<file path="src/rtl/router_reg_pipe.sv">
// router_reg_pipe: packet register stage between the router input FSM and the
// per-port output FIFOs. Captures and validates the header, forwards header,
// payload and parity bytes to the FIFO write port, absorbs bytes that arrive
// while the FIFO is full in a small skid buffer, and checks packet parity and
// payload length.
//
// Ports:
//   clk, rst            clock, synchronous active-low reset
//   rst_int_reg         active-low synchronous clear of low_pkt_valid
//   pkt_valid, din      source byte valid / byte (pkt_valid low on parity byte)
//   fifo_full           selected output FIFO is full
//   detect_add, lfd_state, ld_state, laf_state   one-hot FSM state decodes
//   dout, dout_we       FIFO write data / strobe
//   bad_addr            one-cycle pulse, header address out of range
//   parity_done         parity byte captured (sticky until next header)
//   low_pkt_valid       end of packet seen (cleared by rst_int_reg)
//   err, len_err        parity mismatch / payload length mismatch
//   skid_ovf            a byte was lost because the skid buffer was full
//   skid_cnt            skid buffer occupancy
module router_reg_pipe #(
  parameter int unsigned DW          = 8,
  parameter int unsigned ADDR_W      = 2,
  parameter int unsigned NUM_PORTS   = 3,
  parameter int unsigned SKID_DEPTH  = 2,
  parameter int unsigned PARITY_MODE = 0
) (
  input  logic                                clk,
  input  logic                                rst,
  input  logic                                rst_int_reg,
  input  logic                                pkt_valid,
  input  logic [DW-1:0]                       din,
  input  logic                                fifo_full,
  input  logic                                detect_add,
  input  logic                                lfd_state,
  input  logic                                ld_state,
  input  logic                                laf_state,
  output logic [DW-1:0]                       dout,
  output logic                                dout_we,
  output logic                                bad_addr,
  output logic                                parity_done,
  output logic                                low_pkt_valid,
  output logic                                err,
  output logic                                len_err,
  output logic                                skid_ovf,
  output logic [$clog2(SKID_DEPTH + 1)-1:0]   skid_cnt
);

  localparam int unsigned LEN_W = DW - ADDR_W;
  localparam int unsigned SC_W  = $clog2(SKID_DEPTH + 1);

  // Parity accumulation step: XOR or modulo-2^DW sum.
  function automatic logic [DW-1:0] par_f(input logic [DW-1:0] a, input logic [DW-1:0] b);
    if (PARITY_MODE == 1) return a + b;
    else                  return a ^ b;
  endfunction

  logic [DW-1:0]    header_q, header_d;
  logic [LEN_W-1:0] len_q, len_d;
  logic [DW-1:0]    acc_q, acc_d;
  logic [DW-1:0]    cnt_q, cnt_d;
  logic [DW-1:0]    pkt_parity_q, pkt_parity_d;
  logic             parity_done_q, parity_done_d;
  logic             chk_q, chk_d;
  logic             err_q, err_d;
  logic             len_err_q, len_err_d;
  logic             skid_ovf_q, skid_ovf_d;
  logic             low_pkt_valid_q, low_pkt_valid_d;
  logic             bad_addr_q, bad_addr_d;
  logic [DW-1:0]    dout_q, dout_d;
  logic             dout_we_q, dout_we_d;
  logic [DW-1:0]    skid_q [SKID_DEPTH];
  logic [DW-1:0]    skid_d [SKID_DEPTH];
  logic [SC_W-1:0]  skid_cnt_q, skid_cnt_d;

  logic            addr_ok, hdr_ok, hdr_bad;
  logic            par_byte, payload, accept;
  logic            skid_empty, drain_st, pop, direct, push, drop;
  logic [SC_W-1:0] cnt_mid;

  // Byte classification and skid buffer control.
  always_comb begin
    addr_ok    = (32'(din[ADDR_W-1:0]) < NUM_PORTS);
    hdr_ok     = detect_add && pkt_valid && addr_ok;
    hdr_bad    = detect_add && pkt_valid && !addr_ok;
    // parity_done_q marks that this packet's parity byte was already taken
    par_byte   = ld_state && !pkt_valid && !parity_done_q;
    payload    = ld_state && pkt_valid;
    accept     = payload || par_byte;
    skid_empty = (skid_cnt_q == '0);
    // skid keeps draining through detect_add so a new header never strands it
    drain_st   = ld_state || laf_state || detect_add;
    pop        = drain_st && !fifo_full && !skid_empty;
    direct     = accept && !fifo_full && skid_empty;
    push       = accept && (fifo_full || !skid_empty);
    cnt_mid    = skid_cnt_q - SC_W'(pop);
    drop       = push && (cnt_mid == SC_W'(SKID_DEPTH));
  end

  // Next-state logic for all registers.
  always_comb begin
    header_d        = header_q;
    len_d           = len_q;
    acc_d           = acc_q;
    cnt_d           = cnt_q;
    pkt_parity_d    = pkt_parity_q;
    parity_done_d   = parity_done_q;
    chk_d           = 1'b0;
    err_d           = err_q;
    len_err_d       = len_err_q;
    skid_ovf_d      = skid_ovf_q;
    low_pkt_valid_d = low_pkt_valid_q;
    bad_addr_d      = hdr_bad;
    dout_d          = dout_q;
    dout_we_d       = 1'b0;
    skid_d          = skid_q;
    skid_cnt_d      = skid_cnt_q;

    if (hdr_ok) begin
      header_d = din;
      len_d    = din[DW-1:ADDR_W];
    end

    // FIFO write port: header first, then skid head, then a bypassing byte.
    if (lfd_state) begin
      dout_d    = header_q;
      dout_we_d = 1'b1;
    end else if (pop) begin
      dout_d    = skid_q[0];
      dout_we_d = 1'b1;
    end else if (direct) begin
      dout_d    = din;
      dout_we_d = 1'b1;
    end

    // Skid buffer is a shift queue with the head at index 0.
    if (pop) begin
      for (int i = 0; i < int'(SKID_DEPTH) - 1; i++) begin
        skid_d[i] = skid_q[i + 1];
      end
    end
    if (push && !drop) begin
      for (int i = 0; i < int'(SKID_DEPTH); i++) begin
        if (cnt_mid == SC_W'(i)) skid_d[i] = din;
      end
    end
    skid_cnt_d = cnt_mid + SC_W'(push && !drop);

    if (hdr_ok)         acc_d = '0;
    else if (lfd_state) acc_d = par_f('0, header_q);
    else if (payload)   acc_d = par_f(acc_q, din);

    if (hdr_ok)                        cnt_d = '0;
    else if (payload && cnt_q != '1)   cnt_d = cnt_q + DW'(1);

    if (par_byte) begin
      pkt_parity_d = din;
      chk_d        = 1'b1;
    end

    if (hdr_ok)        parity_done_d = 1'b0;
    else if (par_byte) parity_done_d = 1'b1;

    // Checks run the cycle after the parity byte, once acc/count are final.
    if (hdr_ok) begin
      err_d     = 1'b0;
      len_err_d = 1'b0;
    end else if (chk_q) begin
      err_d     = (acc_q != pkt_parity_q);
      len_err_d = (cnt_q != DW'(len_q));
    end

    if (hdr_ok)    skid_ovf_d = 1'b0;
    else if (drop) skid_ovf_d = 1'b1;

    if (!rst_int_reg)  low_pkt_valid_d = 1'b0;
    else if (par_byte) low_pkt_valid_d = 1'b1;
  end

  always_ff @(posedge clk) begin
    if (!rst) begin
      header_q        <= '0;
      len_q           <= '0;
      acc_q           <= '0;
      cnt_q           <= '0;
      pkt_parity_q    <= '0;
      parity_done_q   <= 1'b0;
      chk_q           <= 1'b0;
      err_q           <= 1'b0;
      len_err_q       <= 1'b0;
      skid_ovf_q      <= 1'b0;
      low_pkt_valid_q <= 1'b0;
      bad_addr_q      <= 1'b0;
      dout_q          <= '0;
      dout_we_q       <= 1'b0;
      skid_q          <= '{default: '0};
      skid_cnt_q      <= '0;
    end else begin
      header_q        <= header_d;
      len_q           <= len_d;
      acc_q           <= acc_d;
      cnt_q           <= cnt_d;
      pkt_parity_q    <= pkt_parity_d;
      parity_done_q   <= parity_done_d;
      chk_q           <= chk_d;
      err_q           <= err_d;
      len_err_q       <= len_err_d;
      skid_ovf_q      <= skid_ovf_d;
      low_pkt_valid_q <= low_pkt_valid_d;
      bad_addr_q      <= bad_addr_d;
      dout_q          <= dout_d;
      dout_we_q       <= dout_we_d;
      skid_q          <= skid_d;
      skid_cnt_q      <= skid_cnt_d;
    end
  end

  assign dout          = dout_q;
  assign dout_we       = dout_we_q;
  assign bad_addr      = bad_addr_q;
  assign parity_done   = parity_done_q;
  assign low_pkt_valid = low_pkt_valid_q;
  assign err           = err_q;
  assign len_err       = len_err_q;
  assign skid_ovf      = skid_ovf_q;
  assign skid_cnt      = skid_cnt_q;

endmodule
</file>
<file path="config.mk">
export PLATFORM = sky130hd
export DESIGN_NAME = router_reg_pipe
export DESIGN_NICKNAME = d
export VERILOG_FILES = /design/src/rtl/router_reg_pipe.sv
export SDC_FILE = /design/constraint.sdc
export NUM_CORES = 1
export LEC_CHECK = 0
export ABC_AREA = 1
export CAP_MARGIN = 20
export CORE_UTILIZATION = 45
export CTS_BUF_LIST = sky130_fd_sc_hd__clkbuf_8
export CTS_CLUSTER_DIAMETER = 80
export DETAILED_ROUTE_END_ITERATION = 7
export PLACE_DENSITY = 0.76
export SLEW_MARGIN = 20
export SYNTH_ARGS = -nofsm -noshare
export SYNTH_HDL_FRONTEND = slang
export SYNTH_SLANG_ARGS = --single-unit
</file>
<file path="constraint.sdc">
create_clock -name clk -period 3 [get_ports clk]
set_input_delay 0.45 -clock clk [delete_from_list [all_inputs] [get_ports clk]]
set_output_delay 0.45 -clock clk [all_outputs]
set_load 0.02 [all_outputs]
</file>
==> run summary <==
Final Cycle Share: 69.1%
Max clock buf depth: 2
Row cnt: 30
Gr usage total: 22.1%
Number of synthesized flops with an enable pin: 0
CP required: 3.23 ns
Reg2Reg Launch Point: skid_cnt[1]$_SDFF_PN0_
Hpwl dp: 5.62 mm
Final hold vios: 0
Synth warnings: 0
Cells along the critical path: clkdlybuf4s50_1 > nor2_1 > nand2_1 > nand2_4 > inv_1 > ha_1 > inv_1 > nand2_1 > nand2_1 > nor2_1 > inv_2 > nor2_4 > nand2_1 > nand2_1 > nor2_1
Seq/Total Area, Yosys: 40.5%
Port Buffers: 33
Die area: 0.00760 mm^2
DR vias: 3143
DR iter-0 viols: 216
CP Buf/Inv Count: 4
Fmax: 0.483 GHz
CP arrival: 2.31 ns
Post-synthesis cell area: 0.00326 mm^2
Status: complete, no violations
CTS root buf: clkbuf_8
WHS Path Cells: 2
CP max stage delay: 0.52 ns
Clock-pin slew on the worst setup and hold paths: 0.07 ns
Finish-stage setup viols: 0
Remaining routing DRC violations: 0
Reg2reg end: skid_q[0]$_SDFFE_PN0P_
Synth cell types: 32
Number of nets with antenna violations after routing: 0
Final Max Slew Viols: 0
Die Span X: 87.2 um
Peak VDD IR: 0.308 mV
Cell Pwr Density: 726 mW/mm^2
First-pass GRT wire length: 12.8 mm
Vias per cell: 4.98
Largest net degree at the start of global routing: 38
Area of the multi-input gates: 0.00162 mm^2
Ranking of synthesized cells by area: dfxtp_1 (40%), nand2_1 (13%), nor2_1 (11%)
Ys async rst share: 0%
Final Skew: 0.00801 ns
RSZ-0062 raised after global routing: false
Initial Util: 47.3%
Vias in the first global route: 2774
Maximum capacitance violations: 0
R2r setup slk: 1.10 ns
Post-layout nets: 550
Max stage delay cell, worst path: clkdlybuf4s50_1
CTS sink cnt: 66
Synth Area per Inst: 6.58 um^2
Cells after synthesis: 496
Hold EP: low_pkt_valid$_SDFFE_PN0P_
Worst Setup End Kind: register
Drt pass-1 iters: 5
Worst-margin pin slew: 0.721 ns
Most used cell, CP: nand2_1
Crit path max-delay family: simple AND/OR/NAND/NOR gates
Final wirelength: 7.73 mm
Synth area leader: dfxtp_1
Placed instance count: 615
Storage cell area: 0.00132 mm^2
Fin cells: 631
Leak: 1.71 nW
CTS tree: built
I/O pin count: 34
Post-CTS Hold Fix Bufs: 0
Synth top area share: 40.5%
Crit Path Max Fanout: 16
Resize count post-CTS: 0
Net Count, Synth: 516
Main synth FF type: dfxtp_1
Core Box Area: 0.00691 mm^2
CTS Buf Count: 9
Hold Path Class: reg -> reg
#FFs+latches synth: 66
Gp weighted congestion: 0.832
Count leader, synth: nand2_1
H-tree Lvls: 3
Layout cells sized above 1: 6.73%
Avg WL per Cell: 12.2 um
Min-delay src: low_pkt_valid$_SDFFE_PN0P_
Setup TNS Final: 0 ns
Crit path time final: 2.07 ns
Class of the most critical setup path: in -> reg
Clk Latency, worst-skew pair: 0.33 ns
Rel. slew slack: 51.8%
CP Launch Type: input pin
Layout area overhead: 19.4%
Fill count: 657
Die H: 87.2 um
Post-CTS Setup Bufs: 0
Grt ovf: 0
Initial antenna violation count: 0
Commonest cells post-synth: nand2_1 (115), nor2_1 (96), dfxtp_1 (66)
# diodes: 0
Worst r2r path cells: 14
[flip-flops by register name (all words and copies together), names as in the netlist]
| signal | count |
|---|---|
| acc_q | 8 |
| bad_addr | 1 |
| chk_q | 1 |
| cnt_q | 8 |
| dout | 8 |
| dout_we | 1 |
| err | 1 |
| header_q | 8 |
| len_err | 1 |
| low_pkt_valid | 1 |
| parity_done | 1 |
| pkt_parity_q | 8 |
| skid_cnt | 2 |
| skid_ovf | 1 |
| skid_q | 16 |
[worst max path at each step]
stage	from	cells after the start	to	slack, ns
after floorplan	laf_state	13	skid_q[5]$_SDFFE_PN0P_	0.85
after global placement	ld_state	12	skid_q[2]$_SDFFE_PN0P_	0.66
after detailed placement	ld_state	14	skid_q[0]$_SDFFE_PN0P_	0.58
after CTS	ld_state	15	skid_q[0]$_SDFFE_PN0P_	0.94
after global routing	ld_state	14	skid_q[1]$_SDFFE_PN0P_	0.77
final	ld_state	15	skid_q[0]$_SDFFE_PN0P_	0.93
[stage by stage]
stage | worst slack (ns) | utilization [%] | power (mW) | area (um^2) | hold slack [ns]
2_1_floorplan | 0.846 | - | 1.80 | 3260 | 0.434
3_3_place_gp | 0.663 | 53.3 | 2.02 | 3680 | 0.434
3_5_place_dp | 0.582 | 53.3 | 2.05 | 3680 | 0.448
4_1_cts | 0.940 | 56.4 | 2.83 | 3900 | 0.457
5_1_grt | 0.771 | 56.4 | 3.01 | 3900 | 0.488
6_report | 0.928 | 56.4 | 2.83 | 3900 | 0.450
[layer usage]
metal / global-route usage [%] / share of wire, % / vias to the layer above
li1: - / - / 1638
met1: 28.9 / 47 / 1409
met2: 36.2 / 46 / 87
met3: 5.69 / 6.0 / 9
met4: 5.66 / 1.2 / 0
met5: 0 / 0 / -
[cell type report]
cell class / instances / share of cell area [%]
tap: 96 / 3.08
sequential: 66 / 33.9
clock inverter: 3 / 0.963
inverter: 64 / 6.16
timing repair buffer: 39 / 9.63
clock buffer: 13 / 4.59
multi-input combinational: 350 / 41.7
[placed cells by master, fill, tap and decap left out]
cell	instances
inv_2	4
xor2_1	1
xnor2_1	4
nand2_2	2
nor4_1	1
buf_4	6
nor2_4	2
o21a_1	1
a21oi_1	33
nor2_1	96
o22ai_1	1
nor2_2	2
ha_1	3
o21ai_0	27
or2_1	1
bufinv_16	1
clkbuf_8	13
inv_1	62
a21oi_2	1
nand4_1	11
nand2_1	115
nor3_1	3
nand2_4	1
a211oi_1	6
dfxtp_1	66
clkdlybuf4s50_1	33
a21boi_4	1
nand3_1	34
nand4_2	1
a31oi_1	1
nand3_2	2
[cell families (layout without fill, tap and decap cells)]
logic type	Yosys count	count (layout)	share of synthesized area, %
flip-flops	66	66	40.5
adder cells (fa/ha/maj)	3	3	1.15
buffers and inverters	80	119	9.77
XOR/XNOR	5	5	1.34
AO/OA/AOI/OAI	71	71	12.0
AND/OR/NAND/NOR	271	271	35.2
[tightest hold or removal path, cell delays in order (launching register included)]
cell	delay, ns
dfxtp_1	0.31
inv_1	0.05
a21oi_1	0.05
[where the power goes]
group          internal, mW  switching, mW
registers              1.02         0.0837
clock network         0.469          0.323
logic                 0.354          0.579
total                  1.84          0.985
No activity file was read; power rests on OpenSTA's default activity.
